File: src/rtl/fetch_exec_ctrl_if.sv
// Word-wide memory port shared by instruction fetch and data load/store.
// The controller drives the request side; the memory answers with rdata/ack.
interface fetch_exec_ctrl_if #(
  parameter int ADDR_W = 10
);
  logic              mem_req;
  logic [ADDR_W-1:0] mem_addr;
  logic              mem_we;
  logic [31:0]       mem_wdata;
  logic [31:0]       mem_rdata;
  logic              mem_ack;

  modport master (
    output mem_req, mem_addr, mem_we, mem_wdata,
    input  mem_rdata, mem_ack
  );

  modport slave (
    input  mem_req, mem_addr, mem_we, mem_wdata,
    output mem_rdata, mem_ack
  );
endinterface

File: src/rtl/fetch_exec_ctrl.sv
// Multicycle fetch/execute sequencer for the Thumb-subset datapath: owns the PC,
// arbitrates the single memory port between fetch and data access, handles halt/fault.
module fetch_exec_ctrl #(
  parameter int          ADDR_W   = 10,
  parameter logic [31:0] RESET_PC = 32'h0000_0000
) (
  input  logic                   clock,
  input  logic                   reset,
  input  logic                   run,
  fetch_exec_ctrl_if.master      mem,
  output logic [15:0]            instr,
  output logic                   exec_en,
  input  logic                   exec_mem,
  input  logic                   exec_we,
  input  logic [31:0]            exec_addr,
  input  logic [31:0]            exec_wdata,
  input  logic                   branch_taken,
  input  logic [31:0]            branch_target,
  input  logic                   halt_req,
  output logic [31:0]            load_data,
  output logic                   load_valid,
  output logic [31:0]            pc,
  output logic                   halted,
  output logic                   fault,
  output logic [31:0]            retired
);

  typedef enum logic [2:0] {IDLE, FETCH, EXEC, MEM, HALT} state_t;

  state_t            state_reg;
  logic [31:0]       pc_reg;
  logic [31:0]       retired_reg;
  logic [15:0]       instr_reg;
  logic [31:0]       load_data_reg;
  logic              load_valid_reg;
  logic              exec_en_reg;
  logic              halted_reg;
  logic              fault_reg;
  logic              mem_req_reg;
  logic [ADDR_W-1:0] mem_addr_reg;
  logic              mem_we_reg;
  logic [31:0]       mem_wdata_reg;
  logic              br_taken_reg;
  logic [31:0]       br_target_reg;

  logic [31:0]       seq_pc;
  logic [31:0]       exec_next_pc;
  logic [31:0]       mem_next_pc;
  logic              misaligned;
  logic              unused_bits;

  assign seq_pc       = pc_reg + 32'd2;
  assign exec_next_pc = branch_taken ? {branch_target[31:1], 1'b0} : seq_pc;
  // A load/store uses the branch decision captured when it left EXEC.
  assign mem_next_pc  = br_taken_reg ? {br_target_reg[31:1], 1'b0} : seq_pc;
  assign misaligned   = exec_addr[1:0] != 2'b00;
  assign unused_bits  = ^{exec_addr[31:ADDR_W+2], branch_target[0]};

  always_ff @(posedge clock or posedge reset) begin
    if (reset) begin
      state_reg      <= IDLE;
      pc_reg         <= RESET_PC;
      retired_reg    <= 32'd0;
      instr_reg      <= 16'd0;
      load_data_reg  <= 32'd0;
      load_valid_reg <= 1'b0;
      exec_en_reg    <= 1'b0;
      halted_reg     <= 1'b0;
      fault_reg      <= 1'b0;
      mem_req_reg    <= 1'b0;
      mem_addr_reg   <= '0;
      mem_we_reg     <= 1'b0;
      mem_wdata_reg  <= 32'd0;
      br_taken_reg   <= 1'b0;
      br_target_reg  <= 32'd0;
    end else begin
      exec_en_reg    <= 1'b0;
      load_valid_reg <= 1'b0;
      case (state_reg)
        IDLE: begin
          if (run) begin
            state_reg    <= FETCH;
            mem_req_reg  <= 1'b1;
            mem_addr_reg <= pc_reg[ADDR_W+1:2];
            mem_we_reg   <= 1'b0;
          end
        end
        FETCH: begin
          if (mem.mem_ack) begin
            instr_reg   <= pc_reg[1] ? mem.mem_rdata[31:16] : mem.mem_rdata[15:0];
            mem_req_reg <= 1'b0;
            exec_en_reg <= 1'b1;
            state_reg   <= EXEC;
          end
        end
        EXEC: begin
          if (halt_req) begin
            state_reg   <= HALT;
            halted_reg  <= 1'b1;
            retired_reg <= retired_reg + 32'd1;
          end else if (exec_mem && misaligned) begin
            state_reg  <= HALT;
            halted_reg <= 1'b1;
            fault_reg  <= 1'b1;
          end else if (exec_mem) begin
            mem_addr_reg  <= exec_addr[ADDR_W+1:2];
            mem_we_reg    <= exec_we;
            mem_wdata_reg <= exec_wdata;
            mem_req_reg   <= 1'b1;
            br_taken_reg  <= branch_taken;
            br_target_reg <= branch_target;
            state_reg     <= MEM;
          end else begin
            pc_reg      <= exec_next_pc;
            retired_reg <= retired_reg + 32'd1;
            if (run) begin
              state_reg    <= FETCH;
              mem_req_reg  <= 1'b1;
              mem_addr_reg <= exec_next_pc[ADDR_W+1:2];
              mem_we_reg   <= 1'b0;
            end else begin
              state_reg <= IDLE;
            end
          end
        end
        MEM: begin
          if (mem.mem_ack) begin
            if (!mem_we_reg) begin
              load_data_reg  <= mem.mem_rdata;
              load_valid_reg <= 1'b1;
            end
            pc_reg      <= mem_next_pc;
            retired_reg <= retired_reg + 32'd1;
            mem_we_reg  <= 1'b0;
            if (run) begin
              state_reg    <= FETCH;
              mem_req_reg  <= 1'b1;
              mem_addr_reg <= mem_next_pc[ADDR_W+1:2];
            end else begin
              state_reg   <= IDLE;
              mem_req_reg <= 1'b0;
            end
          end
        end
        HALT: begin
          mem_req_reg <= 1'b0;
        end
        default: begin
          state_reg   <= HALT;
          mem_req_reg <= 1'b0;
        end
      endcase
    end
  end

  assign mem.mem_req   = mem_req_reg;
  assign mem.mem_addr  = mem_addr_reg;
  assign mem.mem_we    = mem_we_reg;
  assign mem.mem_wdata = mem_wdata_reg;

  assign instr      = instr_reg;
  assign exec_en    = exec_en_reg;
  assign load_data  = load_data_reg;
  assign load_valid = load_valid_reg;
  assign pc         = pc_reg;
  assign halted     = halted_reg;
  assign fault      = fault_reg;
  assign retired    = retired_reg;

endmodule

File: src/flat_wrapper.sv
// flat-port wrapper written by rule: the top's interface ports become plain ports
module fetch_exec_ctrl_flat 
#(
  parameter int          ADDR_W   = 10,
  parameter logic [31:0] RESET_PC = 32'h0000_0000
)
  (clock, reset, run, instr, exec_en, exec_mem, exec_we, exec_addr, exec_wdata, branch_taken, branch_target, halt_req, load_data, load_valid, pc, halted, fault, retired, mem_mem_req, mem_mem_addr, mem_mem_we, mem_mem_wdata, mem_mem_rdata, mem_mem_ack);
  fetch_exec_ctrl_if #(.ADDR_W(ADDR_W)) mem_i ();
  input  logic clock;
  input  logic reset;
  input  logic run;
  output logic [15:0] instr;
  output logic exec_en;
  input  logic exec_mem;
  input  logic exec_we;
  input  logic [31:0] exec_addr;
  input  logic [31:0] exec_wdata;
  input  logic branch_taken;
  input  logic [31:0] branch_target;
  input  logic halt_req;
  output logic [31:0] load_data;
  output logic load_valid;
  output logic [31:0] pc;
  output logic halted;
  output logic fault;
  output logic [31:0] retired;
  output wire logic [$bits(mem_i.mem_req)-1:0] mem_mem_req;
  output wire logic [$bits(mem_i.mem_addr)-1:0] mem_mem_addr;
  output wire logic [$bits(mem_i.mem_we)-1:0] mem_mem_we;
  output wire logic [$bits(mem_i.mem_wdata)-1:0] mem_mem_wdata;
  input wire logic [$bits(mem_i.mem_rdata)-1:0] mem_mem_rdata;
  input wire logic [$bits(mem_i.mem_ack)-1:0] mem_mem_ack;
  assign mem_mem_req = mem_i.mem_req;
  assign mem_mem_addr = mem_i.mem_addr;
  assign mem_mem_we = mem_i.mem_we;
  assign mem_mem_wdata = mem_i.mem_wdata;
  assign mem_i.mem_rdata = mem_mem_rdata;
  assign mem_i.mem_ack = mem_mem_ack;
  fetch_exec_ctrl #(.ADDR_W(ADDR_W), .RESET_PC(RESET_PC)) u_core (.clock(clock), .reset(reset), .run(run), .mem(mem_i), .instr(instr), .exec_en(exec_en), .exec_mem(exec_mem), .exec_we(exec_we), .exec_addr(exec_addr), .exec_wdata(exec_wdata), .branch_taken(branch_taken), .branch_target(branch_target), .halt_req(halt_req), .load_data(load_data), .load_valid(load_valid), .pc(pc), .halted(halted), .fault(fault), .retired(retired));
endmodule
File: config.mk
export PLATFORM = sky130hd
export DESIGN_NAME = fetch_exec_ctrl_flat
export DESIGN_NICKNAME = d
export VERILOG_FILES = /design/src/rtl/fetch_exec_ctrl_if.sv /design/src/rtl/fetch_exec_ctrl.sv /design/src/flat_wrapper.sv
export SDC_FILE = /design/constraint.sdc
export NUM_CORES = 1
export LEC_CHECK = 0
export BUFFER_PORTS_ARGS = -buffer_cell sky130_fd_sc_hd__buf_2
export CELL_PAD_IN_SITES_DETAIL_PLACEMENT = 0
export CELL_PAD_IN_SITES_GLOBAL_PLACEMENT = 1
export CORE_UTILIZATION = 40
export CTS_CLUSTER_SIZE = 24
export DETAILED_ROUTE_END_ITERATION = 10
export GPL_ROUTABILITY_DRIVEN = 1
export PLACE_DENSITY_LB_ADDON = 0.1
export SYNTH_ARGS = -nofsm -noshare
export SYNTH_HDL_FRONTEND = slang
export SYNTH_SLANG_ARGS = --single-unit
File: constraint.sdc
create_clock -name clock -period 8.05 [get_ports clock]
set_input_delay 0.805 -clock clock [delete_from_list [all_inputs] [get_ports clock]]
set_output_delay 0.805 -clock clock [all_outputs]
set_load 0.01 [all_outputs]
# After elaboration in Yosys (flattened, before gate mapping)
# Cells that the tools add are included.
op_classes:
  eq_ne: 14
  muxes: 49
  bitwise_logic: 4
  n_reduce_logical: 17
  add_sub_neg: 2
ops:
  columns: ["op", "n"]
  rows:
  - ["$mux 32", 10]
  - ["$pmux 32 s2", 2]
  - ["$mux 10", 7]
  - ["$add 32x1->32 const B", 1]
  - ["$add 32x2->32 const B", 1]
  - ["$pmux 10 s3", 1]
  - ["$reduce_and 4->1", 5]
  - ["$mux 1", 19]
  - ["$mux 3", 6]
  - ["$mux 16", 1]
  - ["$pmux 3 s5", 1]
  - ["$ne 2x2->1 const B", 7]
  - ["$ne 3x3->1 const B", 3]
  - ["$reduce_and 7->1", 1]
  - ["$eq 3x2->1 const B", 2]
  - ["$reduce_and 3->1", 2]
  - ["$reduce_bool 2->1", 3]
  - ["$reduce_and 5->1", 1]
  - ["$not 1->1", 4]
  - ["$pmux 1 s4", 1]
  - ["$reduce_and 2->1", 2]
  - ["$eq 3x1->1 const B", 1]
  - ["$eq 3x3->1 const B", 1]
  - ["$logic_not 3->1", 1]
  - ["other kinds (3)", 3]
word_totals:
  register_bits: 196
  out_inout_bits: 160
  word_cells: 101
  in_bits: 136

# Logic depth before layout (Yosys ltp)
# Gate-level depths: netlist of the first run.
depth:
  word_depth: 7
  ltp_mapped: 8
  mapped_depth_nobuf: 6

# Worst setup path after synthesis of the first run
# Ideal clock, no wire load.
synth_timing:
  kind: "input-to-reg"
  from: "input port exec_mem"
  to: "register u_core.mem_wdata_reg[10], in the netlist u_core.mem.mem_wdata[10]"
  n_path_buf: 2
  arrival_ns: 2.107
  setup_ns: 0.125
  cell_stages: 6
  path_slack_ns: 5.818
  required_time_ns: 7.925
  path_cell_list: "nor2b_1 > nand2_1 > nor3_1 > buf_2 > buf_2 > mux2_2"
synth_between:
  elab_chain_len: 3
synth_rtl:
  columns: ["element", "line", "rtl"]
  rows:
  - ["from (decl)", "flat_wrapper.sv:14", "input logic exec_mem;"]
  - ["$logic_and 1x1->1", "fetch_exec_ctrl.sv:101", "end else if (exec_mem && misaligned) begin"]
  - ["$not 1->1 (no line)", null, null]
  - ["$reduce_and 4->1 (no line) *", null, null]
  - ["to (signal assigned)", "fetch_exec_ctrl.sv:108", "mem_wdata_reg <= exec_wdata;"]
  - ["to (decl)", "fetch_exec_ctrl.sv:42", "logic [31:0] mem_wdata_reg;"]
# Every way passes the cells marked *; elsewhere a longest branch is shown, timed or not.
# A chain may end at the register's enable or synchronous reset.

# Worst setup path after layout of the first run
layout_timing:
  from: "register u_core.state_reg[0]"
  to: "register u_core.pc_reg[26], in the netlist u_core.pc[26]"
layout_between:
  elab_chain_len: 3
  elab_cells_between_ends: 9
  cone_classes: "6 x eq/ne; 1 x mux; 2 x reduce/logical"
layout_rtl:
  columns: ["element", "line", "rtl"]
  rows:
  - ["from (decl)", "fetch_exec_ctrl.sv:30", "state_t state_reg;"]
  - ["from (signal assigned)", "fetch_exec_ctrl.sv:61", "state_reg <= IDLE;"]
  - ["from (signal assigned)", "fetch_exec_ctrl.sv:82", "state_reg <= FETCH;"]
  - ["from (signal assigned)", "fetch_exec_ctrl.sv:93", "state_reg <= EXEC;"]
  - ["$eq 3x2->1", "fetch_exec_ctrl.sv:79", "case (state_reg)"]
  - ["$ne 2x2->1 (no line) / $reduce_bool 2->1 (equally long branches)", null, null]
  - ["$reduce_and 5->1 (no line)", null, null]
  - ["to (signal assigned)", "fetch_exec_ctrl.sv:114", "pc_reg <= exec_next_pc;"]
  - ["to (signal assigned)", "fetch_exec_ctrl.sv:132", "pc_reg <= mem_next_pc;"]
  - ["to (decl)", "fetch_exec_ctrl.sv:31", "logic [31:0] pc_reg;"]
# Parallel ways exist; a longest one is shown, timed or not.

==> flow_summary_export.csv, run 1 <==
group,metric,value,unit
outcome,outcome,"complete, no violations",
yosys,synth_top_area_cell,"dfrtp_1",
worst_setup_path,path_max_fanout,30,
worst_setup_path,critPathRequiredTime,8.43,ns
routing,vias,8063,
clocking,postCtsHoldBufs,0,
die,fp.coreArea,23600,µm²
timing,fin_crit,3.39,ns
placement,place.gp.congestion,0.810,
cells_and_area,areaGrowthSynthToFinish,23.0,%
clocking,post_cts_buffers,0,
global_routing,overflow,0,
pwr,p_leak,5.87,nW
yosys,synth_warnings,0,
global_routing,antenna_found_initial,0,
worst_setup_path,slowest_delay,0.95,ns
worst_setup_path,crit_slowest_cell,"dfrtp_1",
min_path,hold_path.class,"in2async",
worst_setup_path,worstPathCellList,"nand3b_1 -> buf_4 -> nor3_1 -> a222oi_1 -> a21bo_2",
cells_and_area,fin_nets,1285,
timing,final-hold-violation-count,0,
worst_setup_path,crit_path_start_kind,"register",
clocking,cts_root_buffer,"clkbuf_16",
run,maxCapViolCount,0,
timing,max_freq,0.295,GHz
clocking,numCtsBuffers,17,
routing,wirelength,28400,µm
die,die_x,158,µm
routing,ant_nets,0,
pwr,powerDensity,191,nW/µm²
routing,first_pass_iters,6,
worst_setup_path,cp-end-kind,"register",
timing,slew_viol_final,0,
pwr,vdd_drop_max,0.000164,V
clocking,tritoncts,"yes",
timing,setup_tns,0,ns
clocking,clockBufferDepth,2,
routing,drc_errors,0,
global_routing,grt_max_degree,95,
yosys,synth_area_per_cell,10.7,µm²
yosys,synth_seq_cells,194,
clocking,clkLatencyLatePin,0.45,ns
routing,drt-wirelength-per-cell,19.2,µm
die,row_count,56,
yosys,synth.distinct_cells,74,
yosys,netlist_instances,906,
worst_setup_path,path_class,"reg2reg",
global_routing,grt_pass1_vias,7764,
clocking,htreeDepth,4,
worst_setup_path,arrival,3.77,ns
global_routing,gr-usage-all-layers,23.0,%
clocking,cts_resized,0,
timing,finalSetupViolations,0,
timing,finalCritPeriodShare,42.1,%
cells_and_area,mostFrequentLayoutCells,"buf_2, dfrtp_1, mux2_2, nor2_1, nand2_1",
yosys,syn_area,9710,µm²
worst_setup_path,path_delay_family,"simple AND/OR/NAND/NOR gates",
worst_setup_path,critPathBufInv,1,
placement,portBuffers,273,
yosys,netlist.area_leader.share,50.0,%
die,chipHeight,158,µm
global_routing,grt_pass1_wl,43700,µm
cells_and_area,drive_gt1_share,37.5,%
placement,dp_hpwl,19700,µm
yosys,ys_seq_area_share,50.0,%
yosys,async_reset_ff_share,100,%
clocking,clkSinkCount,194,
yosys,synth_nets,1044,
yosys,yosys-top-cells-area,"dfrtp_1, mux2_2, mux2i_1",
yosys,synth-edff-count,0,
yosys,ys_dominant_reg_cell,"dfrtp_1",
placement,post-place-ws,4.33,ns
die,initial_utilization,41.1,%
timing,setup_ws,4.66,ns
die,die_area,24900,µm²
timing,fin_skew,0.0242,ns
timing,tightest_slew,1.07,ns
routing,dr.first_iter.drc_count,504,
timing,grt_setup_unrepaired,"no",
cells_and_area,final_common_cell,"buf_2",
clocking,path_clk_slew,0.09,ns
die,ioPinCount,296,
routing,avgViaCountPerCell,5.45,
timing,relSlewSlack,28.3,%
-- cells by family after synthesis --
logic type                 Yosys count  synth area share (%)
DFF                                194                  50.0
other                                1                0.0386
adders and majority gates            2                 0.258
buffers and inverters               76                  3.49
muxes                              122                  13.8
xor gates and xnor gates            47                  4.24
and+or+nand+nor                    278                  15.5
AOI/OAI and AO/OA                  186                  12.6
-- through the flow --
stage	hold WS [ns]	instance area [µm²]	cells	util [%]	total power (W)
4_1_cts	0.457	11900	1479	50.5	0.00231
6_report	0.425	11900	1480	50.5	0.00228
3_5_place_dp	0.440	11300	1447	47.9	0.00142
3_3_place_gp	0.441	11300	1447	47.9	0.00142
5_1_grt	0.469	11900	1479	50.5	0.00239
2_1_floorplan	0.472	9710	906	-	0.00128
-- final timing paths --
check	startpoint	endpoint	slack, ns	depth (start not counted)
worst max-delay path	u_core.state_reg[0]	u_core.pc[26]	4.66	5
max in group asynchronous	reset	u_core.mem.mem_addr[3]	6.38	3
worst max register to register	u_core.state_reg[0]	u_core.pc[26]	4.66	5
min in group clock	u_core.fault	u_core.fault	0.45	1
worst min-delay path	reset	u_core.instr[10]	0.43	2
worst min register to register	u_core.fault	u_core.fault	0.45	1
-- power breakdown --
group          leakage [nW]  internal (W)  switching [W]
combinational          3.00      0.000133       0.000169
sequential             2.57       0.00104      0.0000590
clock                 0.296      0.000433       0.000448
total                  5.87       0.00161       0.000676
-- cells in the mapped netlist, types with 9 or more instances --
| cell | instances |
|---|---|
| a31oi_1 | 18 |
| nor3_1 | 28 |
| nand4_1 | 22 |
| o211ai_1 | 17 |
| nand3_1 | 36 |
| nor2_1 | 64 |
| xnor2_1 | 20 |
| dfrtp_1 | 194 |
| buf_2 | 23 |
| o21ai_0 | 40 |
| nand2_1 | 44 |
| and4_1 | 9 |
| or3_1 | 10 |
| a21oi_1 | 41 |
| clkbuf_1 | 28 |
| mux2i_1 | 26 |
| nand2b_1 | 16 |
| inv_1 | 9 |
| mux2_2 | 96 |
| xor2_1 | 27 |
-- final cells by class --
class                   instances  area, µm²
clock inverters                14        176
multi-input cells             636       4540
flip-flops and latches        194       4850
inverters                      11       48.8
fillers                      2233      11700
clock buffers                  18        439
diodes                          1       2.50
well taps                     319        399
repair buffers                287       1470
-- layer usage --
metal / share of wire [%] / track usage (%)
met5: 0 / 0
met2: 48 / 37.6
met4: 1.3 / 5.50
met1: 42 / 29.8
met3: 7.9 / 6.76
No activity file was read; power rests on OpenSTA's default activity.
==> run 2, diff against run 1 <==
--- a/config.mk
+++ b/config.mk
@@ -8,7 +8,7 @@
 export BUFFER_PORTS_ARGS = -buffer_cell sky130_fd_sc_hd__buf_2
 export CELL_PAD_IN_SITES_DETAIL_PLACEMENT = 0
 export CELL_PAD_IN_SITES_GLOBAL_PLACEMENT = 1
-export CORE_UTILIZATION = 40
+export CORE_UTILIZATION = 36
 export CTS_CLUSTER_SIZE = 24
 export DETAILED_ROUTE_END_ITERATION = 10
 export GPL_ROUTABILITY_DRIVEN = 1
==> constraint.sdc (replaced) <==
create_clock -name clock -period 3.04 [get_ports clock]
set_input_delay 0.304 -clock clock [delete_from_list [all_inputs] [get_ports clock]]
set_output_delay 0.304 -clock clock [all_outputs]
set_load 0.01 [all_outputs]
==> flow_summary_export.csv, run 2 (same netlist as run 1, synthesis figures left out) <==
group,metric,value,unit
routing,dr.first_iter.drc_count,408,
pwr,p_comb_share,13.3,%
global_routing,grt_pass1_vias,8282,
worst_setup_path,reg2regPathDepth,6,
routing,drt-wirelength-per-cell,19.5,µm
routing,drc_errors,12,
global_routing,antenna_found_initial,5,
clocking,numCtsBuffers,17,
global_routing,overflow,0,
pwr,vdd_drop_max,0.000350,V
die,die_area,27600,µm²
routing,wirelength,29500,µm
die,fp.coreArea,26300,µm²
cells_and_area,drive_gt1_share,38.5,%
outcome,outcome,"finished, violations left",
worst_setup_path,r2r-end,"u_core.retired[8]",
clocking,path_clk_slew,0.09,ns
die,chipHeight,166,µm
timing,setup_tns,0,ns
timing,max_freq,0.423,GHz
die,row_count,59,
timing,grt_setup_unrepaired,"no",
worst_setup_path,arrival,2.73,ns
timing,fin_skew,0.0191,ns
timing,final-hold-violation-count,0,
die,ioPinCount,296,
die,initial_utilization,36.9,%
clocking,cts_resized,0,
clocking,postCtsHoldBufs,0,
timing,tightest_slew,0.781,ns
clocking,clkLatencyLatePin,0.44,ns
timing,fin_crit,2.37,ns
min_path,hold_path.class,"in2async",
pwr,powerDensity,506,nW/µm²
placement,portBuffers,273,
cells_and_area,fin_nets,1303,
global_routing,grt_max_degree,88,
clocking,htreeDepth,4,
pwr,power.internal,0.00432,W
worst_setup_path,path_class,"reg2reg",
die,die_x,166,µm
timing,slew_viol_final,0,
worst_setup_path,path_max_fanout,17,
global_routing,grt_pass1_wl,47000,µm
outcome,violations,"design-rule violations",
clocking,clkSinkCount,194,
clocking,post_cts_buffers,0,
timing,relSlewSlack,47.5,%
worst_setup_path,cp-end-kind,"register",
worst_setup_path,crit_path_start_kind,"register",
global_routing,gr-usage-all-layers,21.7,%
cells_and_area,areaGrowthSynthToFinish,24.9,%
pwr,p_leak,5.96,nW
worst_setup_path,rrSetupSlack,0.67,ns
pwr,switchingPower,0.00181,W
pwr,p_clk_share,39.3,%
clocking,tritoncts,"yes",
run,maxCapViolCount,0,
clocking,clockBufferDepth,2,
placement,place.gp.congestion,0.821,
timing,finalSetupViolations,0,
cells_and_area,antenna_cells,0,
routing,avgViaCountPerCell,5.37,
worst_setup_path,r2r-start,"u_core.state_reg[0]",
pwr,switching_share,29.5,%
pwr,pwr-share-seq,47.4,%
clocking,cts_root_buffer,"clkbuf_16",
worst_setup_path,critPathRequiredTime,3.41,ns
cells_and_area,mostFrequentLayoutCells,"buf_2, dfrtp_1, mux2_2, nor2_1, nand2_1",
timing,finalCritPeriodShare,77.8,%
routing,first_pass_iters,8,
cells_and_area,fillerInstances,2570,
placement,dp_hpwl,20800,µm
routing,ant_nets,0,
pwr,p_total,0.00613,W
cells_and_area,final_common_cell,"buf_2",
routing,vias,8124,
-- run 2: metrics by stage --
step / instance area (µm²) / util, % / hold slack (ns) / setup slack, ns / cells
after floorplan: 9710 / - / 0.440 / 0.232 / 906
after global placement: 11500 / 43.7 / 0.440 / 0.662 / 1481
after detailed placement: 11500 / 43.7 / 0.445 / 0.626 / 1481
after CTS: 12100 / 46.1 / 0.00172 / 0.635 / 1513
after global routing: 12100 / 46.1 / 0.0327 / 0.388 / 1513
final: 12100 / 46.1 / 0.00152 / 0.675 / 1513
-- run 2: worst max-delay path by stage --
stage,from,endpoint,slack (ns),cells past startpoint
detailed placement,exec_mem,u_core.mem.mem_wdata[30],0.63,6
CTS,u_core.state_reg[0],u_core.retired[8],0.63,6
global route,u_core.state_reg[0],u_core.retired[8],0.39,6
finish,u_core.state_reg[0],u_core.retired[8],0.67,6
floorplan,reset,u_core.br_taken_reg,0.23,1
global placement,exec_mem,u_core.mem.mem_wdata[28],0.66,6
-- run 2: worst max-delay path, cell delays in order (launching register included) --
cell and delay [ns]:
dfrtp_1 0.60, buf_4 0.30, nor3b_1 0.08, nand4b_1 0.31
nor2_1 0.57, and4_1 0.28, xor2_1 0.15
-- run 2: area by class of cell --
type	instances	area [µm²]	area share, %
repair buffers	305	1630	13.5
flip-flops and latches	194	4850	40.0
well taps	335	419	3.46
inverters	11	45.0	0.372
clock buffers	17	425	3.51
clock inverters	15	204	1.68
multi-input cells	636	4540	37.5
-- run 2: layer usage --
layer / wire (µm) / GRT usage [%] / vias to the layer above / part of all wire, %
met1: 13000 / 28.2 / 4014 / 44
met3: 1920 / 5.98 / 30 / 6.5
met4: 419 / 6.14 / 8 / 1.4
met2: 14000 / 35.5 / 237 / 48
met5: 62 / 0 / - / 0.21
li1: - / - / 3835 / -
-- run 2: power by group through the flow --
stage | Clock (W) | Sequential (W) | Combinational [W]
3_5_place_dp | 0 | 0.00295 | 0.000833
5_1_grt | 0.00256 | 0.00293 | 0.000911
2_1_floorplan | 0 | 0.00300 | 0.000384
4_1_cts | 0.00247 | 0.00291 | 0.000832
6_report | 0.00241 | 0.00290 | 0.000819
3_3_place_gp | 0 | 0.00294 | 0.000833
